<file path="src/rtl/elementwise_pkg.sv">
// Shared types and constants for the element-wise multiplier scheduler.
// MTX_W and ew_result_t describe the default 8-bit lane configuration.
package elementwise_pkg;
    localparam int LANES  = 16;
    localparam int W_DFLT = 8;
    localparam int MTX_W  = LANES * W_DFLT;
    localparam int ID_W   = 1;

    typedef struct packed {
        logic [ID_W-1:0]  id;
        logic [MTX_W-1:0] mtx;
    } ew_result_t;
endpackage

</file>
<file path="src/rtl/ew_result_fifo.sv">
// Synchronous result FIFO with occupancy count; the head entry reads as zero
// while empty so the downstream bus is quiet between results.
module ew_result_fifo
    import elementwise_pkg::*;
#(
    parameter int  DEPTH = 4,
    parameter type T     = ew_result_t
) (
    input  logic                   clk,
    input  logic                   rst,
    input  logic                   i_push,
    input  T                       i_data,
    input  logic                   i_pop,
    output T                       o_data,
    output logic                   o_empty,
    output logic [$clog2(DEPTH):0] o_count
);
    localparam int AW = $clog2(DEPTH);

    T                r_mem [DEPTH];
    logic [AW-1:0]   r_wr_ptr;
    logic [AW-1:0]   r_rd_ptr;
    logic [AW:0]     r_count;
    logic            w_push;
    logic            w_pop;

    assign o_empty = (r_count == '0);
    assign w_pop   = i_pop && !o_empty;
    // A push into a full FIFO is only legal when the head leaves on the same edge.
    assign w_push  = i_push && ((r_count != (AW+1)'(DEPTH)) || w_pop);

    always_ff @(posedge clk) begin
        if (rst) begin
            r_wr_ptr <= '0;
            r_rd_ptr <= '0;
            r_count  <= '0;
        end else begin
            if (w_push) r_wr_ptr <= r_wr_ptr + AW'(1);
            if (w_pop)  r_rd_ptr <= r_rd_ptr + AW'(1);
            case ({w_push, w_pop})
                2'b10:   r_count <= r_count + (AW+1)'(1);
                2'b01:   r_count <= r_count - (AW+1)'(1);
                default: r_count <= r_count;
            endcase
        end
    end

    always_ff @(posedge clk) begin
        if (w_push) r_mem[r_wr_ptr] <= i_data;
    end

    assign o_data  = o_empty ? T'('0) : r_mem[r_rd_ptr];
    assign o_count = r_count;
endmodule

</file>
<file path="src/rtl/elementwise_mul_sched.sv">
// Two-requester round-robin scheduler feeding one pipelined element-wise
// multiplier; results are credit-buffered and returned tagged with requester id.
module elementwise_mul_sched
    import elementwise_pkg::*;
#(
    parameter int W          = 8,
    parameter int MUL_LAT    = 1,
    parameter int FIFO_DEPTH = 4
) (
    input  logic               clk,
    input  logic               rst,
    input  logic               req0_valid,
    output logic               req0_ready,
    input  logic [LANES*W-1:0] req0_u,
    input  logic [LANES*W-1:0] req0_v,
    input  logic               req1_valid,
    output logic               req1_ready,
    input  logic [LANES*W-1:0] req1_u,
    input  logic [LANES*W-1:0] req1_v,
    output logic [LANES*W-1:0] mul_u,
    output logic [LANES*W-1:0] mul_v,
    input  logic [LANES*W-1:0] mul_m,
    output logic               out_valid,
    input  logic               out_ready,
    output logic [LANES*W-1:0] out_mtx,
    output logic               out_id,
    output logic               busy
);
    localparam int MW = LANES * W;
    localparam int CW = $clog2(FIFO_DEPTH) + 1;
    localparam int TD = MUL_LAT + 1;

    typedef struct packed {
        logic [ID_W-1:0] id;
        logic [MW-1:0]   mtx;
    } res_t;

    logic          r_prio;
    logic [TD-1:0] r_tag_vld_p;
    logic [TD-1:0] r_tag_id_p;
    logic [MW-1:0] r_mul_u;
    logic [MW-1:0] r_mul_v;
    logic [CW-1:0] w_inflight;
    logic [CW-1:0] w_fifo_count;
    logic          w_credit_ok;
    logic          w_any_req;
    logic          w_grant;
    logic          w_accept;
    logic          w_fifo_empty;
    res_t          w_push_data;
    res_t          w_head;

    always_comb begin
        w_inflight = '0;
        for (int i = 0; i < TD; i++) w_inflight = w_inflight + CW'(r_tag_vld_p[i]);
    end

    // Every issued job already owns a FIFO slot, so the multiplier never stalls.
    assign w_credit_ok = ({1'b0, w_inflight} + {1'b0, w_fifo_count}) < (CW+1)'(FIFO_DEPTH);
    assign w_any_req   = req0_valid | req1_valid;
    assign w_grant     = (req0_valid & req1_valid) ? r_prio : req1_valid;
    assign req0_ready  = !rst & w_credit_ok & w_any_req & !w_grant;
    assign req1_ready  = !rst & w_credit_ok & w_any_req & w_grant;
    assign w_accept    = (req0_valid & req0_ready) | (req1_valid & req1_ready);

    always_ff @(posedge clk) begin
        if (rst) begin
            r_prio      <= 1'b0;
            r_tag_vld_p <= '0;
            r_mul_u     <= '0;
            r_mul_v     <= '0;
        end else begin
            r_tag_vld_p[0] <= w_accept;
            for (int i = 1; i < TD; i++) r_tag_vld_p[i] <= r_tag_vld_p[i-1];
            if (w_accept) begin
                r_prio  <= ~w_grant;
                r_mul_u <= w_grant ? req1_u : req0_u;
                r_mul_v <= w_grant ? req1_v : req0_v;
            end
        end
    end

    // Tag ids ride alongside the valids; only the valids need clearing.
    always_ff @(posedge clk) begin
        r_tag_id_p[0] <= w_grant;
        for (int i = 1; i < TD; i++) r_tag_id_p[i] <= r_tag_id_p[i-1];
    end

    assign w_push_data.id  = r_tag_id_p[TD-1];
    assign w_push_data.mtx = mul_m;

    ew_result_fifo #(
        .DEPTH (FIFO_DEPTH),
        .T     (res_t)
    ) u_fifo (
        .clk     (clk),
        .rst     (rst),
        .i_push  (r_tag_vld_p[TD-1]),
        .i_data  (w_push_data),
        .i_pop   (out_ready),
        .o_data  (w_head),
        .o_empty (w_fifo_empty),
        .o_count (w_fifo_count)
    );

    assign mul_u     = r_mul_u;
    assign mul_v     = r_mul_v;
    assign out_valid = !w_fifo_empty;
    assign out_mtx   = w_head.mtx;
    assign out_id    = w_head.id;
    assign busy      = (w_inflight != '0) | !w_fifo_empty;
endmodule

</file>
<file path="config.mk">
export PLATFORM = sky130hd
export DESIGN_NAME = elementwise_mul_sched
export DESIGN_NICKNAME = d
export VERILOG_FILES = /design/src/rtl/elementwise_pkg.sv /design/src/rtl/ew_result_fifo.sv /design/src/rtl/elementwise_mul_sched.sv
export SDC_FILE = /design/constraint.sdc
export NUM_CORES = 1
export LEC_CHECK = 0
export BUFFER_PORTS_ARGS = -buffer_cell sky130_fd_sc_hd__buf_2
export CORE_AREA = 2 2 405 407
export DETAILED_ROUTE_END_ITERATION = 8
export DIE_AREA = 0 0 407 409
export GPL_TIMING_DRIVEN = 0
export SLEW_MARGIN = 20
export SYNTH_ARGS = -nofsm -noshare
export SYNTH_HDL_FRONTEND = slang
export SYNTH_SLANG_ARGS = --single-unit
</file>
<file path="constraint.sdc">
create_clock -name clk -period 4.8 [get_ports clk]
set_input_delay 0.96 -clock clk [delete_from_list [all_inputs] [get_ports clk]]
set_output_delay 0.96 -clock clk [all_outputs]
set_load 0.02 [all_outputs]
</file>
Word level (Yosys, flattened, before mapping)

Memory sizes are Yosys's and may differ from the RTL's. A register that Yosys moved wholly into a read port is not among the register bits.
Cells that the tools add are included.

Memories kept: 1
Bits in writable memories: 516
Output and inout port bits: 389
Bits in registers: 268
Word-level logic and storage cells: 48
Bits of input ports: 645

Memory list:

| memory       | depth | bits a word | read ports | clocked after memory_dff | write ports | line                 | source |
|---|---|---|---|---|---|---|---|
| u_fifo.r_mem | 4     | 129         | 1          | 1                        | 1           | ew_result_fifo.sv:20 | `T r_mem [DEPTH];` |

Order comparisons: 1
Reductions and logical operators: 9
Bitwise operators: 11
Mux-type cells: 9
Add/subtract/negate cells: 6
Eq/ne operators: 3

Operators by type and width:

| kind                                                                  | number |
|---|---|
| 128-bit two-way mux                                                   | 2 |
| 129-bit two-way mux                                                   | 1 |
| 1-bit bitwise AND                                                     | 7 |
| 3-bit one-hot mux with 2 select lines                                 | 1 |
| 2-bit by 1-bit adder with 2-bit output (second input constant)        | 2 |
| 2-bit by 3-bit adder with 4-bit output                                | 1 |
| 4-bit by 3-bit < comparator with 1-bit output (second input constant) | 1 |
| 2-bit two-way mux                                                     | 2 |
| 3-bit by 1-bit adder with 3-bit output (second input constant)        | 1 |
| 1-bit zero test                                                       | 3 |
| 3-bit zero test                                                       | 1 |
| 1-bit two-way mux                                                     | 3 |
| 3-bit inequality test (second input constant)                         | 1 |
| 1-bit bitwise OR                                                      | 3 |
| 3-bit nonzero test                                                    | 1 |
| 3-bit by 1-bit subtractor with 3-bit output (second input constant)   | 1 |
| 1-bit by 1-bit adder with 2-bit output                                | 1 |
| 2-bit by 1-bit == test with 1-bit output (second input constant)      | 1 |
| 2-bit == test (second input constant)                                 | 1 |
| 1-bit logical AND                                                     | 2 |
| 2-bit nonzero test                                                    | 1 |
| 1-bit logical OR                                                      | 1 |
| 1-bit NOT                                                             | 1 |

Depth between registers and ports, before layout

Depth after elaboration: 8
Depth in mapped cells: 9
Depth with buffers taken out: 9

Cells and area by module

A second synthesis with hierarchy kept.

Cells, all modules: 2046
Area, all modules: 31928.1 µm²

By module, submodules not included:

| module                | instances | cells each | area each (µm²) | sequential area each (µm²) |
|---|---|---|---|---|
| ew_result_fifo        | 1         | 883        | 20048.0         | 15675.0 |
| elementwise_mul_sched | 1         | 1163       | 11880.1         | 5225.0 |

Least setup slack after synthesis

Ideal clock, no wire load.

Path kind: input to register
From: in out_ready
To: mem u_fifo.r_mem[1][0] (netlist name), enable pin
Setup time: 0.503 ns
Data required time: 4.297 ns
Buffers on the path: 0
Data arrival time: 4.305 ns
Stages on the path: 3
Setup slack: -0.008 ns
Path through: nor4b_1 nor2_1 and2_1

Longest elaborated chain between the ends: 5

RTL lines:

| element                                 | line                        | source |
|---|---|---|
| start, declared                         | elementwise_mul_sched.sv:24 | `input logic out_ready,` |
| 1-bit logical AND                       | ew_result_fifo.sv:28        | `assign w_pop = i_pop && !o_empty;` |
| 1-bit logical OR                        | ew_result_fifo.sv:30        | `assign w_push = i_push && ((r_count != (AW+1)'(DEPTH)) \|\| w_pop);` |
| 1-bit logical AND                       | ew_result_fifo.sv:30        |  |
| 1-bit two-way mux                       | ew_result_fifo.sv:49        | `if (w_push) r_mem[r_wr_ptr] <= i_data;` |
| 1-bit two-way mux (not written as such) | ew_result_fifo.sv:49        |  |
| end, declared                           | ew_result_fifo.sv:20        |  |

No other way between the ends.

Worst setup path after layout

From: reg r_tag_vld_p[0]
To: out req0_ready

Longest elaborated chain between the ends: 6

RTL lines:

| element                                       | line                        | source |
|---|---|---|
| start, declared                               | elementwise_mul_sched.sv:39 | `logic [TD-1:0] r_tag_vld_p;` |
| start signal, assigned                        | elementwise_mul_sched.sv:73 | `r_tag_vld_p[0] <= w_accept;` |
| 1-bit by 1-bit adder with 2-bit output        | elementwise_mul_sched.sv:55 | `for (int i = 0; i < TD; i++) w_inflight = w_inflight + CW'(r_tag_vld_p[i]);` |
| 2-bit by 3-bit adder with 4-bit output        | elementwise_mul_sched.sv:59 | `assign w_credit_ok = ({1'b0, w_inflight} + {1'b0, w_fifo_count}) < (CW+1)'(FIFO_DEPTH);` |
| 4-bit by 3-bit < comparator with 1-bit output | elementwise_mul_sched.sv:59 |  |
| 1-bit bitwise AND (3 in series)               | elementwise_mul_sched.sv:62 | `assign req0_ready = !rst & w_credit_ok & w_any_req & !w_grant;` |
| end, declared                                 | elementwise_mul_sched.sv:13 | `output logic req0_ready,` |

No other way between the ends.

==> results.sh <==
export IMPL_start_util=0.196
export IMPL_crit_type="flip-flop to output pin"
export IMPL_yosysTopAreaCell="edfxtp_1"
export IMPL_synth_xor_area_share=0.00138
export IMPL_synth_nets=2682
export IMPL_drt_iter0_drc=1998
export IMPL_sequentialPowerShare=0.371
export IMPL_slew_viol_final=0
export IMPL_setup_tns_ps=0
export IMPL_wl_per_cell_um=28.0
export IMPL_yosysTopAreaCellShare=0.489
export IMPL_cts_hold_buf=0
export IMPL_seq_area_frac_synth=0.659
export IMPL_fmax_ghz=0.217
export IMPL_power_density_nw_per_um2=492
export IMPL_synthSimpleGateAreaFrac=0.0600
export IMPL_crit_required_ps=3840
export IMPL_worst_pin_slew_ps=1030
export IMPL_cts_setup_buffers=0
export IMPL_overflow=0
export IMPL_avgViaCountPerCell=4.24
export IMPL_postRouteWirelength_um=154000
export IMPL_die_w_um=407
export IMPL_worstPathMaxFanout=10
export IMPL_switchingPower_mw=7.12
export IMPL_drc=0
export IMPL_ys_async_sr_fraction=0
export IMPL_regArea_um2=20900
export IMPL_cp_start_kind="flip-flop"
export IMPL_gp_congestion=1.01
export IMPL_worstRegToRegCells=8
export IMPL_slew_headroom=0.297
export IMPL_grt_max_degree=44
export IMPL_h_tree_depth=3
export IMPL_cts_tree="built"
export IMPL_power_frac_clock=0.347
export IMPL_synth_area_mux_share=0.173
export IMPL_grt_pass1_vias=23400
export IMPL_post_cts_resized=0
export IMPL_syn_avg_cell_area_um2=15.6
export IMPL_rsz0062_at_grt="false"
export IMPL_ys_types=29
export IMPL_finalCriticalPeriod_ps=4610
export IMPL_hold_class="flip-flop to flip-flop"
export IMPL_timing_hold_ws_ps=348
export IMPL_dpl_hpwl_um=124000
export IMPL_worstPathArrival_ps=3650
export IMPL_p_leak_nw=16.7
export IMPL_fp_coreArea_um2=162000
export IMPL_final_hold_viol_count=0
export IMPL_drive_gt1_frac=0.470
export IMPL_yosysWarnings=0
export IMPL_die_height_um=409
export IMPL_path_clk_slew_ps=60
export IMPL_setup_viol=0
export IMPL_skew_ps=28.8
export IMPL_synth_compound_area_frac=0.0761
export IMPL_antenna_left=0
export IMPL_grt_pass1_wl_um=201000
export IMPL_nets=3819
export IMPL_yosys_top_cells_area="edfxtp_1, dfxtp_1, mux4_2, mux2i_1, a211oi_1"
export IMPL_antenna_found_initial=117
export IMPL_synth_edf_count=516
export IMPL_status="finished, final reports clean"
export IMPL_fin_util=0.267
export IMPL_dieArea_um2=166000
export IMPL_synth_cells=2028
export IMPL_grt_util_all_layers=0.178
export IMPL_synthToLayoutAreaGrowth_pct=36.6
export IMPL_synth_seq_cells=786
export IMPL_fillerInstances=16800
export IMPL_synthAdderAreaFrac=0.00379
export IMPL_cp_end_kind="output pin"
export IMPL_yosys_most_used_dff="edfxtp_1"
export IMPL_clk_latency_ps=710
export IMPL_clock_root_buffer="clkbuf_16"
export IMPL_clock_path_buffers=3
export IMPL_cts_buffers=91
export IMPL_fin_crit_sh=0.959
export IMPL_p_total_mw=21.3
export IMPL_clock_sinks=786
export IMPL_syn_area_um2=31700
export IMPL_pwr_share_comb=0.281
export IMPL_vdd_ir_drop_worst_v=0.000247
export IMPL_first_pass_iters=5
export IMPL_portBuffers=1032
export IMPL_multi_input_area_um2=9980
export IMPL_cap_violations=0
export IMPL_switching_share=0.334
export IMPL_hold_depth=0
export IMPL_synth_top_family_by_area="multiplexers"
export IMPL_final_setup_worst_slack_ps=195
export IMPL_internal_power_mw=14.2
export IMPL_dp_slack_ps=292
export IMPL_rows=148
export IMPL_routed_via_count=23200
export IMPL_io_pins=1034
-- registers in the layout, summed over array words and instances, names as in the netlist, named ones only --
| name | flops |
|---|---|
| mul_u | 128 |
| mul_v | 128 |
| r_prio | 1 |
| r_tag_id_p | 2 |
| r_tag_vld_p | 2 |
| u_fifo.o_count | 3 |
| u_fifo.r_mem | 516 |
| u_fifo.r_rd_ptr | 2 |
| u_fifo.r_wr_ptr | 2 |
-- power by group through the flow --
stage	combinational (mW)	clock [mW]	sequential (mW)
2_1_floorplan	3.11	0	8.39
3_3_place_gp	6.06	0	8.05
3_5_place_dp	6.11	0	8.04
4_1_cts	6.12	7.60	7.90
5_1_grt	6.44	7.85	7.95
6_report	6.00	7.40	7.91
-- cells by family after synthesis --
family          after synthesis
mux                         386
simple gates                412
xor+xnor                      5
fa+ha+maj                     9
compound gates              262
flops                       786
buf+inv                     168
-- worst max-delay path, cell delays in order (launching register included) --
cell and delay (ps):
dfxtp_1 310, ha_1 190, ha_1 170, or3_1 470, nor3_1 680, buf_4 350
buf_6 260, buf_6 190, nor2b_1 130, buf_2 180
-- routing by layer --
metal | wire length, um | vias to the layer above | global-route usage
li1 | - | 10200 | -
met1 | 58300 | 11600 | 0.204
met2 | 72300 | 1147 | 0.286
met3 | 14600 | 320 | 0.0629
met4 | 8420 | 22 | 0.102
met5 | 145 | - | 0
-- cell usage after synthesis, types with 3 or more instances --
library cell	instances
xor2_1	3
nor2_1	268
mux4_2	129
edfxtp_1	516
ha_1	8
buf_6	11
clkbuf_1	53
a211oi_2	91
inv_1	10
mux2i_1	257
buf_2	77
a21oi_1	3
buf_1	6
dfxtp_1	270
buf_4	11
and2_1	135
a211oi_1	165
-- cells in the final DEF (no fill, tap or decap), types with 7 or more instances in the layout --
master and instances:
clkbuf_2 7, clkinv_2 16, nor2_1 268, ha_1 8, mux2i_1 253, a211oi_2 91
buf_6 11, dfxtp_1 270, a211oi_1 165, inv_1 10, buf_4 11, edfxtp_1 516
and2_1 131, clkbuf_16 93, buf_2 1109, mux4_2 129, buf_16 10, diode_2 66
bufinv_16 12, clkbuf_1 64
-- area by class of cell --
cell class	instances	area share
sequential	786	0.483
buffer	158	0.0190
timing repair buffer	1044	0.127
tap	2175	0.0628
multi-input combinational	1074	0.231
antenna	66	0.00381
clock buffer	116	0.0569
inverter	10	0.000867
clock inverter	54	0.0168
-- metrics by stage --
step                instances  cell area, um2
finish                   5483           43300
global placement         5235           39600
global route             5461           43200
floorplan                2028           31700
detailed placement       5247           39900
CTS                      5417           43100
-- worst paths after layout --
path	end	slack (ps)	from
min reg2reg	r_tag_id_p[1]$_DFF_P_	350	r_tag_id_p[0]$_DFF_P_
min	r_tag_id_p[1]$_DFF_P_	350	r_tag_id_p[0]$_DFF_P_
max	req0_ready	190	r_tag_vld_p[0]$_SDFF_PP0_
max reg2reg	mul_v[45]$_SDFFE_PP0P_	1650	r_tag_vld_p[0]$_SDFF_PP0_
No activity file was read; power rests on OpenSTA's default activity.
